===== src/rtl/cashier_pkg.sv =====
// Shared state type, default widths and accumulator-width helper for the multi-item cashier.
package cashier_pkg;

  typedef enum logic [1:0] {IDLE, MUL, CMP} state_t;

  localparam int unsigned DEF_N_ITEMS = 4;
  localparam int unsigned DEF_PRICE_W = 12;
  localparam int unsigned DEF_NUM_W   = 3;
  localparam int unsigned DEF_PAY_W   = 16;

  // Wide enough for N_ITEMS maximal price*quantity products, so the total never wraps.
  function automatic int unsigned acc_width(input int unsigned n_items,
                                            input int unsigned price_w,
                                            input int unsigned num_w);
    return price_w + num_w + $clog2(n_items) + 1;
  endfunction

endpackage


===== src/rtl/seq_mac.sv =====
// One-bit-per-cycle shift-add accumulate stage shared by all items of a transaction.
// CASHIER_SKIP_ZERO_EN: finish an item as soon as its remaining quantity bits are zero.
module seq_mac #(
  parameter int unsigned PRICE_W = 12,
  parameter int unsigned NUM_W   = 3,
  parameter int unsigned ACC_W   = 18
) (
  input  logic               clk,
  input  logic               rst,
  input  logic               clear,
  input  logic               start,
  input  logic [PRICE_W-1:0] price,
  input  logic [NUM_W-1:0]   num,
  output logic [ACC_W-1:0]   acc,
  output logic               item_done
);

  localparam int unsigned BIT_W = (NUM_W > 1) ? $clog2(NUM_W) : 1;

  logic [BIT_W-1:0] bit_q;
  logic [ACC_W-1:0] acc_q;
  logic [ACC_W-1:0] addend;
  logic             cur_bit;

`ifdef CASHIER_SKIP_ZERO_EN
  // Quantity shifted down to the current bit; the item ends once nothing above it remains.
  logic [NUM_W-1:0] rem;
  assign rem       = num >> bit_q;
  assign cur_bit   = rem[0];
  assign item_done = ((rem >> 1) == '0);
`else
  assign cur_bit   = num[bit_q];
  assign item_done = (bit_q == BIT_W'(NUM_W - 1));
`endif

  assign addend = ACC_W'(price) << bit_q;
  assign acc    = acc_q;

  always_ff @(posedge clk or posedge rst) begin
    if (rst) begin
      acc_q <= '0;
      bit_q <= '0;
    end else if (clear) begin
      acc_q <= '0;
      bit_q <= '0;
    end else if (start) begin
      if (cur_bit) acc_q <= acc_q + addend;
      bit_q <= item_done ? '0 : bit_q + 1'b1;
    end
  end

endmodule


===== src/rtl/cashier_multi.sv =====
// Multi-item cashier: captures payment and N_ITEMS (price, quantity) pairs, totals them with a
// time-shared seq_mac, then reports paid/change. CASHIER_SKIP_ZERO_EN shortens per-item work.
module cashier_multi
  import cashier_pkg::*;
#(
  parameter int unsigned N_ITEMS = DEF_N_ITEMS,
  parameter int unsigned PRICE_W = DEF_PRICE_W,
  parameter int unsigned NUM_W   = DEF_NUM_W,
  parameter int unsigned PAY_W   = DEF_PAY_W,
  localparam int unsigned ACC_W  = acc_width(N_ITEMS, PRICE_W, NUM_W)
) (
  input  logic                       i_clk,
  input  logic                       i_rst,
  input  logic                       i_enable,
  input  logic [PAY_W-1:0]           i_payment,
  input  logic [N_ITEMS*PRICE_W-1:0] i_prices,
  input  logic [N_ITEMS*NUM_W-1:0]   i_nums,
  output logic                       o_busy,
  output logic                       o_valid,
  output logic                       o_paid,
  output logic [PAY_W-1:0]           o_change,
  output logic [ACC_W-1:0]           o_total
);

  localparam int unsigned IDX_W = (N_ITEMS > 1) ? $clog2(N_ITEMS) : 1;
  localparam int unsigned CMP_W = (ACC_W > PAY_W) ? ACC_W : PAY_W;

  state_t                     state_q;
  logic [PAY_W-1:0]           payment_q;
  logic [N_ITEMS*PRICE_W-1:0] prices_q;
  logic [N_ITEMS*NUM_W-1:0]   nums_q;
  logic [IDX_W-1:0]           idx_q;

  logic [PRICE_W-1:0] price_sel;
  logic [NUM_W-1:0]   num_sel;
  logic [ACC_W-1:0]   acc;
  logic               item_done;
  logic               accept;
  logic               paid;

  assign accept = (state_q == IDLE) && i_enable;
  assign paid   = CMP_W'(payment_q) >= CMP_W'(acc);

  always_comb begin
    price_sel = '0;
    num_sel   = '0;
    for (int k = 0; k < int'(N_ITEMS); k++) begin
      if (idx_q == IDX_W'(k)) begin
        price_sel = prices_q[k*PRICE_W +: PRICE_W];
        num_sel   = nums_q[k*NUM_W +: NUM_W];
      end
    end
  end

  seq_mac #(
    .PRICE_W(PRICE_W),
    .NUM_W  (NUM_W),
    .ACC_W  (ACC_W)
  ) u_mac (
    .clk      (i_clk),
    .rst      (i_rst),
    .clear    (accept),
    .start    (state_q == MUL),
    .price    (price_sel),
    .num      (num_sel),
    .acc      (acc),
    .item_done(item_done)
  );

  always_ff @(posedge i_clk or posedge i_rst) begin
    if (i_rst) begin
      state_q   <= IDLE;
      payment_q <= '0;
      prices_q  <= '0;
      nums_q    <= '0;
      idx_q     <= '0;
      o_busy    <= 1'b0;
      o_valid   <= 1'b0;
      o_paid    <= 1'b0;
      o_change  <= '0;
      o_total   <= '0;
    end else begin
      // Result strobe and paid/change last one cycle; o_total holds.
      o_valid  <= 1'b0;
      o_paid   <= 1'b0;
      o_change <= '0;
      unique case (state_q)
        IDLE: begin
          if (i_enable) begin
            payment_q <= i_payment;
            prices_q  <= i_prices;
            nums_q    <= i_nums;
            idx_q     <= '0;
            o_busy    <= 1'b1;
            state_q   <= MUL;
          end
        end
        MUL: begin
          if (item_done) begin
            if (idx_q == IDX_W'(N_ITEMS - 1)) state_q <= CMP;
            else                              idx_q   <= idx_q + 1'b1;
          end
        end
        CMP: begin
          // Truncated subtraction is exact whenever payment covers the total.
          o_paid   <= paid;
          o_change <= paid ? (payment_q - PAY_W'(acc)) : '0;
          o_total  <= acc;
          o_valid  <= 1'b1;
          o_busy   <= 1'b0;
          state_q  <= IDLE;
        end
        default: state_q <= IDLE;
      endcase
    end
  end

endmodule


===== config.mk =====
export PLATFORM = sky130hd
export DESIGN_NAME = cashier_multi
export DESIGN_NICKNAME = d
export VERILOG_FILES = /design/src/rtl/cashier_pkg.sv /design/src/rtl/seq_mac.sv /design/src/rtl/cashier_multi.sv
export SDC_FILE = /design/constraint.sdc
export NUM_CORES = 1
export LEC_CHECK = 0
export CORE_UTILIZATION = 40
export DETAILED_ROUTE_END_ITERATION = 8
export SYNTH_ARGS = -nofsm -noshare
export SYNTH_HDL_FRONTEND = slang
export SYNTH_HIERARCHICAL = 1
export SYNTH_SLANG_ARGS = --single-unit

===== constraint.sdc =====
create_clock -name i_clk -period 4.5 [get_ports i_clk]
set_input_delay 0.675 -clock i_clk [delete_from_list [all_inputs] [get_ports i_clk]]
set_output_delay 0.675 -clock i_clk [all_outputs]
set_load 0.05 [all_outputs]

# Word-level counts from Yosys, hierarchy flattened
# Cells that the tools add are included.
classes:
  eq_ne: 10
  n_mux: 30
  n_reduce_logical: 12
  order_cmp: 2
  n_addsub: 4
  n_mul: 0
  bitwise: 0
  n_div: 0
  shift: 1
op_table:
  columns: ["operator", "n"]
  rows:
  - ["18-bit two-way mux", 3]
  - ["12-bit two-way mux", 4]
  - ["16-bit two-way mux", 2]
  - ["18-bit adder", 1]
  - ["16-bit by 18-bit greater-or-equal comparator with 1-bit output", 1]
  - ["2-bit two-way mux", 9]
  - ["12-bit by 2-bit << shifter with 18-bit output", 1]
  - ["16-bit subtractor", 1]
  - ["3-bit two-way mux", 4]
  - ["2-bit equality test (second input constant)", 4]
  - ["2-bit != test (second input constant)", 4]
  - ["2-bit case mux with 2 select lines", 2]
  - ["2-bit nonzero test", 4]
  - ["2-bit AND reduction", 3]
  - ["2-bit by 1-bit adder with 2-bit output (second input constant)", 2]
  - ["2-bit by 1-bit equality test with 1-bit output (second input constant)", 2]
  - ["2-bit zero test", 2]
  - ["1-bit two-way mux", 4]
  - ["4-bit AND reduction", 1]
  - ["2-bit by 3-bit < comparator with 1-bit output (second input constant)", 1]
  - ["3-bit AND reduction", 1]
  - ["1-bit binary-select mux with 2-bit select", 1]
  - ["1-bit case mux with 2 select lines", 1]
  - ["1-bit logical AND", 1]
word_totals:
  ff_bits: 137
  mem_bits_ro: 0
  word_cells: 71
  output_inout_bits: 37
  latchBits: 0
  memories: 0
  ram_bits: 0
  input_bits: 79

# Longest topological paths before layout
depth:
  word_depth: 10
  depth_mapped: 19
  depth_no_buf: 18

# Hierarchy
# Netlist, hierarchy kept.
by_module_without_submodules:
  columns: ["module", "n_inst", "cells_each", "area_per_inst_um2"]
  rows:
  - ["cashier_multi", 1, 505, 5685.5]
  - ["seq_mac", 1, 216, 1893.1]

# Worst setup path after synthesis
# OpenSTA, ideal clock, no wires.
synth_path:
  kind: "register -> register"
  from: "register idx_q[0]"
  to: "register u_mac.acc_q[16], in the netlist u_mac/acc[16]"
  t_arrival_ns: 3.529
  stages_incl_launch_ff: 19
  t_required_ns: 4.372
  period_less_slack_ns: 3.656
  setup_slack_ns: 0.844
  cell_sequence: "dfrtp_1 -> inv_1 -> ha_1 -> clkbuf_1 -> nand2_1 -> nor2_1 -> a21oi_1 -> nor2_1 -> a21oi_1 -> o21ai_0 -> mux2i_1 -> or2_2 -> fa_1 -> nor2b_1 -> o31a_1 -> o21ai_2 -> a311o_1 -> a21oi_1 -> mux2_1"
synth_between:
  elab_chain_len: 10
synth_lines:
  columns: ["item", "line", "text"]
  rows:
  - ["start: declaration", "cashier_multi.sv:32", "logic [IDX_W-1:0] idx_q;"]
  - ["start signal: assignment", "cashier_multi.sv:101", "else idx_q <= idx_q + 1'b1;"]
  - ["2-bit zero test", "cashier_multi.sv:48", "if (idx_q == IDX_W'(k)) begin"]
  - ["12-bit two-way mux (3 in a row)", "cashier_multi.sv:48", null]
  - ["12-bit two-way mux (*)", "cashier_multi.sv:48", null]
  - ["via price_sel[1]", "cashier_multi.sv:34", "logic [PRICE_W-1:0] price_sel;"]
  - ["12-bit by 2-bit << shifter with 18-bit output (*)", "seq_mac.sv:36", "assign addend = ACC_W'(price) << bit_q;"]
  - ["18-bit adder (*)", "seq_mac.sv:47", "if (cur_bit) acc_q <= acc_q + addend;"]
  - ["18-bit two-way mux (*)", "seq_mac.sv:47", null]
  - ["18-bit two-way mux (*)", "seq_mac.sv:46", "end else if (start) begin"]
  - ["18-bit two-way mux (*)", "seq_mac.sv:43", "end else if (clear) begin"]
  - ["end signal: assignment", "seq_mac.sv:47", null]
  - ["end: declaration", "seq_mac.sv:21", "logic [ACC_W-1:0] acc_q;"]
# Mark *: on every way through the listed nets, which the timed path passes. The rest lies on a longest branch. The select of a mux whose other input is x is not followed.
# A chain may end at the register's enable or synchronous reset.

# Final worst setup path
layout_path:
  from: "register idx_q[1]"
  to: "register u_mac.acc_q[15], in the netlist u_mac/acc[15]"
# Same word-level chain as after synthesis.

==> impl_metrics.yaml <==
outcome:
  status: "finished clean"
sta:
  relSlewSlack: 0.350
  fmax_mhz: 236
  fin_skew_ps: 10.5
  tightestPinTransition_ps: 975
  rsz0062_at_grt: "no"
  final_hold_viol_count: 0
  tns_ps: 0
  finalCriticalPeriod_ps: 4230
  min_period_over_period: 0.941
  drv_slew: 0
  finalSetupViolations: 0
worst_setup_path:
  crit_required_ps: 4800
  worstPathMaxFanout: 18
  crit_path_end_kind: "flip-flop"
  critPathTopFamily: "compound AO/OA/AOI/OAI gates"
  crit_path_top_delay_cell: "mux4_2"
  cp.arrival_ps: 4540
  reg2reg_from: "idx_q[1]$_DFFE_PP0P_"
  path_buf_inv: 1
  crit_type: "reg -> reg"
  path_cells: "inv_1 -> ha_1 -> nor2_1 -> a21oi_1 -> nor2_1 -> a21oi_1 -> o21ai_0 -> mux4_2 -> ha_1 -> and3_1 -> a221oi_2 -> a21boi_2 -> a21o_2 -> a21oi_2 -> mux2_4"
  cp-startpoint: "idx_q[1]$_DFFE_PP0P_"
  cp-start-kind: "flip-flop"
  cp_slowest_stage_delay_ps: 550
clock_network:
  cts_buffer_depth: 2
  clk_latency_ps: 420
  ctsResizeCount: 0
  cts_buffers: 17
  cts_tree: "built"
  clk_pin_slew_worst_paths_ps: 60
  cts_root_buffer: "clkbuf_16"
  cts.sinks: 137
  post-cts-setup-buffers: 0
  hold_buffers: 0
  htreeDepth: 4
grt:
  grt_util_met3: 0.0458
  grt_usage: 0.187
  first_global_vias: 5676
  grt_pass1_wl_um: 28700
  overflow: 0
  antenna_found_initial: 0
  grt_max_degree: 67
  grt_use_met2: 0.300
  top_usage_layer: "met2"
  use_met1: 0.249
route:
  wl_per_cell_um: 16.0
  final_antenna_net_count: 0
  dr.pass1.iters: 4
  drt_iter0_drc: 233
  vias: 5635
  drc: 0
  routed_wl_um: 17200
  viasPerCell: 5.25
synth:
  synthArstFlopShare: 1.00
  synth_enable_flop_cells: 0
  synthCells: 721
  synth-seq-cells: 137
  ys_seq_area_frac: 0.452
  synthDistinctLibCells: 64
  ys_warn_count: 6
  synthFlopType: "dfrtp_1"
  avgSynthCellArea_um2: 10.5
  netlist_area_mm2: 0.00758
  synthTopCellsByArea: "dfrtp_1 (45%), mux2_2 (14%), ha_1 (5.8%), a21oi_1 (4.3%), nor2_1 (2.9%)"
  synth_top_area_share: 0.452
  syn_nets: 837
  yosys.area.top_type: "dfrtp_1"
worst_hold_path:
  min-delay-start: "prices_q[30]$_DFFE_PP0P_"
  hp-class: "reg -> reg"
die:
  core_area_mm2: 0.0183
  boundaryPins: 116
  fp-row-count: 49
  design.die.area_mm2: 0.0195
  die_w_um: 140
  die_h_um: 140
  initial_utilization: 0.415
power_and_ir_drop:
  power.leakage_nw: 4.12
  peakVddDrop_mv: 0.296
  power_density_mw_per_mm2: 748
  power_w: 0.00720
cells_and_area:
  final_cell_area_mm2: 0.00962
  drive_above_1_share: 0.203
  final_cell_mix: "dfrtp_1 (137), clkdlybuf4s50_1 (115), mux2_2 (94)"
  final_core_util: 0.526
  area_growth_pct: 26.9
  diodes: 0
  layout_commonest_cell: "dfrtp_1"
  nets: 947
flow_run:
  max_cap_viol_count: 0
placement:
  routabilityCongestion: 0.920
  dpl_cell_area_mm2: 0.00898
  hpwl_um: 13300
  portBuffers: 115
final timing paths:
kind	cells past startpoint	to	slack [ps]
worst min-delay path	1	prices_q[30]$_DFFE_PP0P_	510
worst max register to register	15	u_mac/acc[15]$_DFFE_PP0P_	270
min in group asynchronous	2	o_total[10]$_DFFE_PP0P_	720
worst min register to register	1	prices_q[30]$_DFFE_PP0P_	510
worst max-delay path	15	u_mac/acc[15]$_DFFE_PP0P_	270
max in group asynchronous	3	prices_q[24]$_DFFE_PP0P_	2980
cell usage after synthesis (all sizes together) (8+ instances only):
library cell / n
buf: 12
dfrtp: 137
inv: 34
a21o: 11
xor2: 8
ha: 35
mux2: 97
mux2i: 15
nor2b: 14
clkbuf: 20
nor2: 69
and3: 8
o21ai: 37
a21oi: 67
nand3: 10
nand2: 55
o211ai: 9
worst reg2reg max path: stages (launching register included):
cell and delay (ps):
dfrtp_1 400, inv_1 110, ha_1 510, nor2_1 130
a21oi_1 280, nor2_1 70, a21oi_1 140, o21ai_0 170
mux4_2 550, ha_1 350, and3_1 210, a221oi_2 360
a21boi_2 290, a21o_2 180, a21oi_2 60, mux2_4 330
layer usage:
layer | wire (µm) | share of wire
met1 | 8250 | 0.48
met2 | 7990 | 0.47
met3 | 638 | 0.037
met4 | 272 | 0.016
met5 | 0 | 0
metrics by stage:
stage                     worst slack [ps]  cells  hold slack (ps)
after global routing                  24.5   1073              526
after floorplan                        724    721              481
final                                  266   1073              507
after detailed placement               367   1041              497
after CTS                              339   1073              510
after global placement                 480   1041              491
where the power goes:
| group | switching, W | total (W) | internal [W] |
|---|---|---|---|
| clock | 0.000542 | 0.00149 | 0.000945 |
| combinational | 0.00201 | 0.00365 | 0.00164 |
| sequential | 0.000379 | 0.00206 | 0.00168 |
| total | 0.00293 | 0.00720 | 0.00427 |
logic make-up after synthesis:
family | synth area share
and+or+nand+nor | 0.121
AOI/OAI and AO/OA | 0.138
buffers and inverters | 0.0355
adders and majority gates | 0.0631
muxes | 0.174
xor gates and xnor gates | 0.0162
DFF | 0.452
layout make-up:
type                    count  area (µm²)
clock buffers              18         439
clock inverters            14         196
fillers                  1628        8650
inverters                  34         130
multi-input cells         518        3890
flip-flops and latches    137        3430
well taps                 229         287
repair buffers            123        1250
registers in the layout, indices dropped and copies added (netlist names):
signal and count:
payment_q 16, o_change 16, state_q 2, idx_q 2, nums_q 12, prices_q 48
o_total 18, u_mac/acc 18, u_mac/bit_q 2, o_busy 1, o_valid 1, o_paid 1
No activity file was read; power rests on OpenSTA's default activity.
==> edit 1: new RTL, same flow settings <==
Make the reset (`i_rst` and `rst`) synchronous in 2 clocked blocks.
--- a/src/rtl/seq_mac.sv
+++ b/src/rtl/seq_mac.sv
@@ -36,7 +36,7 @@
   assign addend = ACC_W'(price) << bit_q;
   assign acc    = acc_q;
 
-  always_ff @(posedge clk or posedge rst) begin
+  always_ff @(posedge clk) begin
     if (rst) begin
       acc_q <= '0;
       bit_q <= '0;
--- a/src/rtl/cashier_multi.sv
+++ b/src/rtl/cashier_multi.sv
@@ -67,7 +67,7 @@
     .item_done(item_done)
   );
 
-  always_ff @(posedge i_clk or posedge i_rst) begin
+  always_ff @(posedge i_clk) begin
     if (i_rst) begin
       state_q   <= IDLE;
       payment_q <= '0;
Check against the original RTL: differs if i_rst is asserted again (counterexample within 4 cycles, from zero or initial values and one cycle with i_rst high); with i_rst held inactive, the same outputs for 10 cycles.
==> edit 1 against the original RTL <==
Synthesized cell count up 31%; count of clock-buffer cells in the layout up 3; design area down 6.8%; routed wire length up 6.3%; sequential cell count unchanged; synthesized area down 6.3%; non-clock buffer count down 1; setup slack better by 0.26 ns; critical endpoint is now u_mac/acc[16]; highest routed layer unchanged.
Power is not compared: it rests on default switching activity, and its combinational part moved more than twofold at a synthesized area within 25%.
==> edit 1: results <==
INSERT INTO impl_metrics (metric_group, metric, value, unit) VALUES
('grt', 'grt_util_met2', '0.353', ''),
('min_path', 'holdPathEnd', 'o_total[11]', ''),
('grt', 'first_global_vias', '5992', ''),
('min_path', 'hold_depth', '2', ''),
('worst_setup_path', 'data_arrival_at_the_endpoint_of_the_critical_path', '4.32', 'ns'),
('layout', 'design.final.nets', '1148', ''),
('grt', 'globalRouteMet1Util', '0.266', ''),
('placed_design', 'placedInstanceArea', '0.00833', 'mm2'),
('grt', 'grt_start_max_net_pins', '78', ''),
('layout', 'area_delta_synth_final', '26.3', '%'),
('synth', 'synth_seq_area_share', '0.386', ''),
('layout', 'multiInputGateArea', '0.00400', 'mm2'),
('drt', 'met3_wl', '694', 'um'),
('layout', 'clock_tree_area_fraction', '0.0702', ''),
('grt', 'grt_usage', '0.207', ''),
('die', 'tap-cell-count', '225', ''),
('grt', 'global_route_wire_length_before_repair', '29800', 'um'),
('layout', 'final.clkbuf_count', '21', ''),
('drt', 'drt_first_iter_violations', '348', ''),
('placed_design', 'routabilityCongestion', '0.863', ''),
('min_path', 'hold_path_startpoint', 'o_total[11]', ''),
('drt', 'met1Wirelength', '8510', 'um'),
('timing', 'worst_hold_slack', '0.456', 'ns'),
('run_status', 'status', 'finished, final reports clean', ''),
('drt', 'route.vias.total', '6347', ''),
('timing', 'final.setup.worst_slack', '0.525', 'ns');
## edit 1: changes by cell type in the layout (fill, tap and decap cells not counted), sizes merged, moves of 4 or more
cell / before / now
a21o: 11 / 6
a21oi: 67 / 177
a22o: 1 / 5
dfrtp: 137 / 0
dfxtp: 0 / 137
inv: 35 / 30
mux2: 97 / 0
nand2: 55 / 259
nand2b: 7 / 12
nand3: 10 / 5
nor2b: 14 / 9
o211ai: 9 / 4
xnor2: 6 / 14
## edit 1: worst reg2reg max path: cells and delay by family, from the launching register on
family | cells | cell delay (ns)
simple gates | 3 | 0.81
flops | 1 | 0.34
buf+inv | 2 | 0.17
fa+ha+maj | 3 | 1.40
compound gates | 6 | 1.19
## edit 1: kinds of logic (layout without fill, tap and decap cells)
family	count (synthesis)	in the layout	synth area share
simple gates	387	387	0.225
compound gates	261	261	0.213
flops	137	137	0.386
buf+inv	84	183	0.0501
fa+ha+maj	37	37	0.0673
xor+xnor	23	23	0.0284
mux	17	17	0.0293
==> edit 2: new RTL, same flow settings <==
Without the edit above. `DEF_N_ITEMS`: 4 -> 8.
--- a/src/rtl/cashier_pkg.sv
+++ b/src/rtl/cashier_pkg.sv
@@ -3,7 +3,7 @@
 
   typedef enum logic [1:0] {IDLE, MUL, CMP} state_t;
 
-  localparam int unsigned DEF_N_ITEMS = 4;
+  localparam int unsigned DEF_N_ITEMS = 8;
   localparam int unsigned DEF_PRICE_W = 12;
   localparam int unsigned DEF_NUM_W   = 3;
   localparam int unsigned DEF_PAY_W   = 16;
Ports: changed (resized i_nums, i_prices and o_total); port bits go from 116 to 177. No check against the original RTL was run, so the function may have changed too.
==> edit 2 against the original RTL <==
Setup slack better by 0.084 ns; sequential share of layout area is 2.5 points higher; critical path depth increased by 3; total power rose by 24%; clock skew increased by 0.0080 ns; routed wire length is 53% higher; synthesized area increased by 37%; design area is 36% higher; sequential cell count grew 63; via count grew 37%; first-iteration DRC count increased by 97%; critical endpoint is now u_mac/acc[17]; largest cell class unchanged.
==> edit 2: results <==
INSERT INTO impl_metrics (metric_group, metric, value, unit) VALUES
('worst_setup_path', 'maximum_fanout_along_the_worst_path', '15', ''),
('drt', 'drt_first_iter_violations', '460', ''),
('layout', 'filler_cell_count', '2276', ''),
('grt', 'global_route_wire_length_before_repair', '41800', 'um'),
('drt', 'drt_pre_antenna_iters', '5', ''),
('timing', 'clock_skews', '0.0185', 'ns'),
('synth', 'synth_seq_area_share', '0.481', ''),
('worst_setup_path', 'rrSetupSlack', '0.35', 'ns'),
('clock_tree', 'clk_pin_slew_worst_paths', '0.08', 'ns'),
('power_and_ir_drop', 'max-vdd-ir-drop', '299', 'uV'),
('grt', 'grt_start_max_net_pins', '120', ''),
('min_path', 'holdPathEnd', 'o_total[2]', ''),
('power_and_ir_drop', 'leakage', '5.55', 'nW'),
('grt', 'first_global_vias', '7761', ''),
('worst_setup_path', 'rr_worst_depth', '18', ''),
('timing', 'worst_hold_slack', '0.486', 'ns'),
('synth', 'synth.cells.most_frequent', 'dfrtp_1, mux2_2, nand2_1, a21oi_1, o21ai_0', ''),
('layout', 'design.final.nets', '1302', ''),
('worst_setup_path', 'data_arrival_at_the_endpoint_of_the_critical_path', '4.47', 'ns'),
('run_status', 'status', 'finished, final reports clean', '');
edit 2: changes by cell type after synthesis, moves of 9 or more:
cell,unedited run,this run
a22oi_1,0,30
mux2_2,94,139
nand2_1,55,104
nor2_1,59,47
dfrtp_1,137,200
o21ai_1,0,9
buf_2,8,23
o21ai_0,34,72
edit 2: logic make-up after synthesis:
logic type	synth area share
AO/OA/AOI/OAI	0.135
multiplexers	0.176
AND/OR/NAND/NOR	0.108
buffers and inverters	0.0339
flip-flops	0.481
adder cells (fa/ha/maj)	0.0484
XOR/XNOR	0.0177
edit 2: layer usage:
layer,wire [um],vias up,part of all wire,track usage
li1,-,3751,-,-
met1,12300,3754,0.47,0.280
met2,12500,189,0.48,0.334
met3,1070,26,0.041,0.0356
met4,333,2,0.013,0.0506
met5,12,-,0.00046,0
edit 2: final cells by class:
cell class / instances / share of cell area
clock buffer: 18 / 0.0335
clock inverter: 14 / 0.0141
inverter: 30 / 0.00887
multi-input combinational: 683 / 0.385
sequential: 200 / 0.382
tap: 330 / 0.0315
timing repair buffer: 192 / 0.145
edit 2: worst max-delay path, cell delays in order (launching register included):
cell	delay, ns
dfrtp_1	0.41
inv_1	0.08
ha_1	0.21
and2_1	0.19
buf_4	0.21
a22oi_1	0.21
nand2_1	0.08
a21oi_1	0.23
o21ai_1	0.16
nor2b_1	0.16
a211oi_1	0.26
a21oi_1	0.08
ha_1	0.42
a21o_1	0.14
a21oi_1	0.10
a211oi_1	0.34
o21ai_0	0.23
a21oi_1	0.20
mux2_2	0.34
edit 2: what timing repair did:
item                                    CTS  global route
buffers inserted                          0             0
endpoints found under the setup margin    0             5
resized for setup                         0             2
edit 2: metrics by stage:
| stage | total power [mW] | setup slack [ns] | cells | instance area (um2) |
|---|---|---|---|---|
| floorplan | 6.28 | 0.732 | 964 | 10400 |
| global placement | 7.30 | 0.256 | 1435 | 12500 |
| detailed placement | 7.36 | 0.221 | 1435 | 12500 |
| CTS | 8.97 | 0.187 | 1467 | 13100 |
| global route | 9.59 | 0.0510 | 1467 | 13100 |
| finish | 8.92 | 0.351 | 1467 | 13100 |
edit 2: worst max path at each step:
stage / cells past startpoint / slack, ns / end
floorplan: 16 / 0.73 / u_mac/acc[17]
global placement: 17 / 0.26 / u_mac/acc[14]
detailed placement: 17 / 0.22 / u_mac/acc[14]
CTS: 17 / 0.19 / u_mac/acc[14]
global route: 15 / 0.05 / u_mac/acc[17]
finish: 18 / 0.35 / u_mac/acc[17]
edit 2: report_power, final:
group	internal, mW	leakage [nW]	switching (mW)
clock network	0.817	0.299	0.771
logic	2.03	2.78	2.31
registers	2.50	2.47	0.490
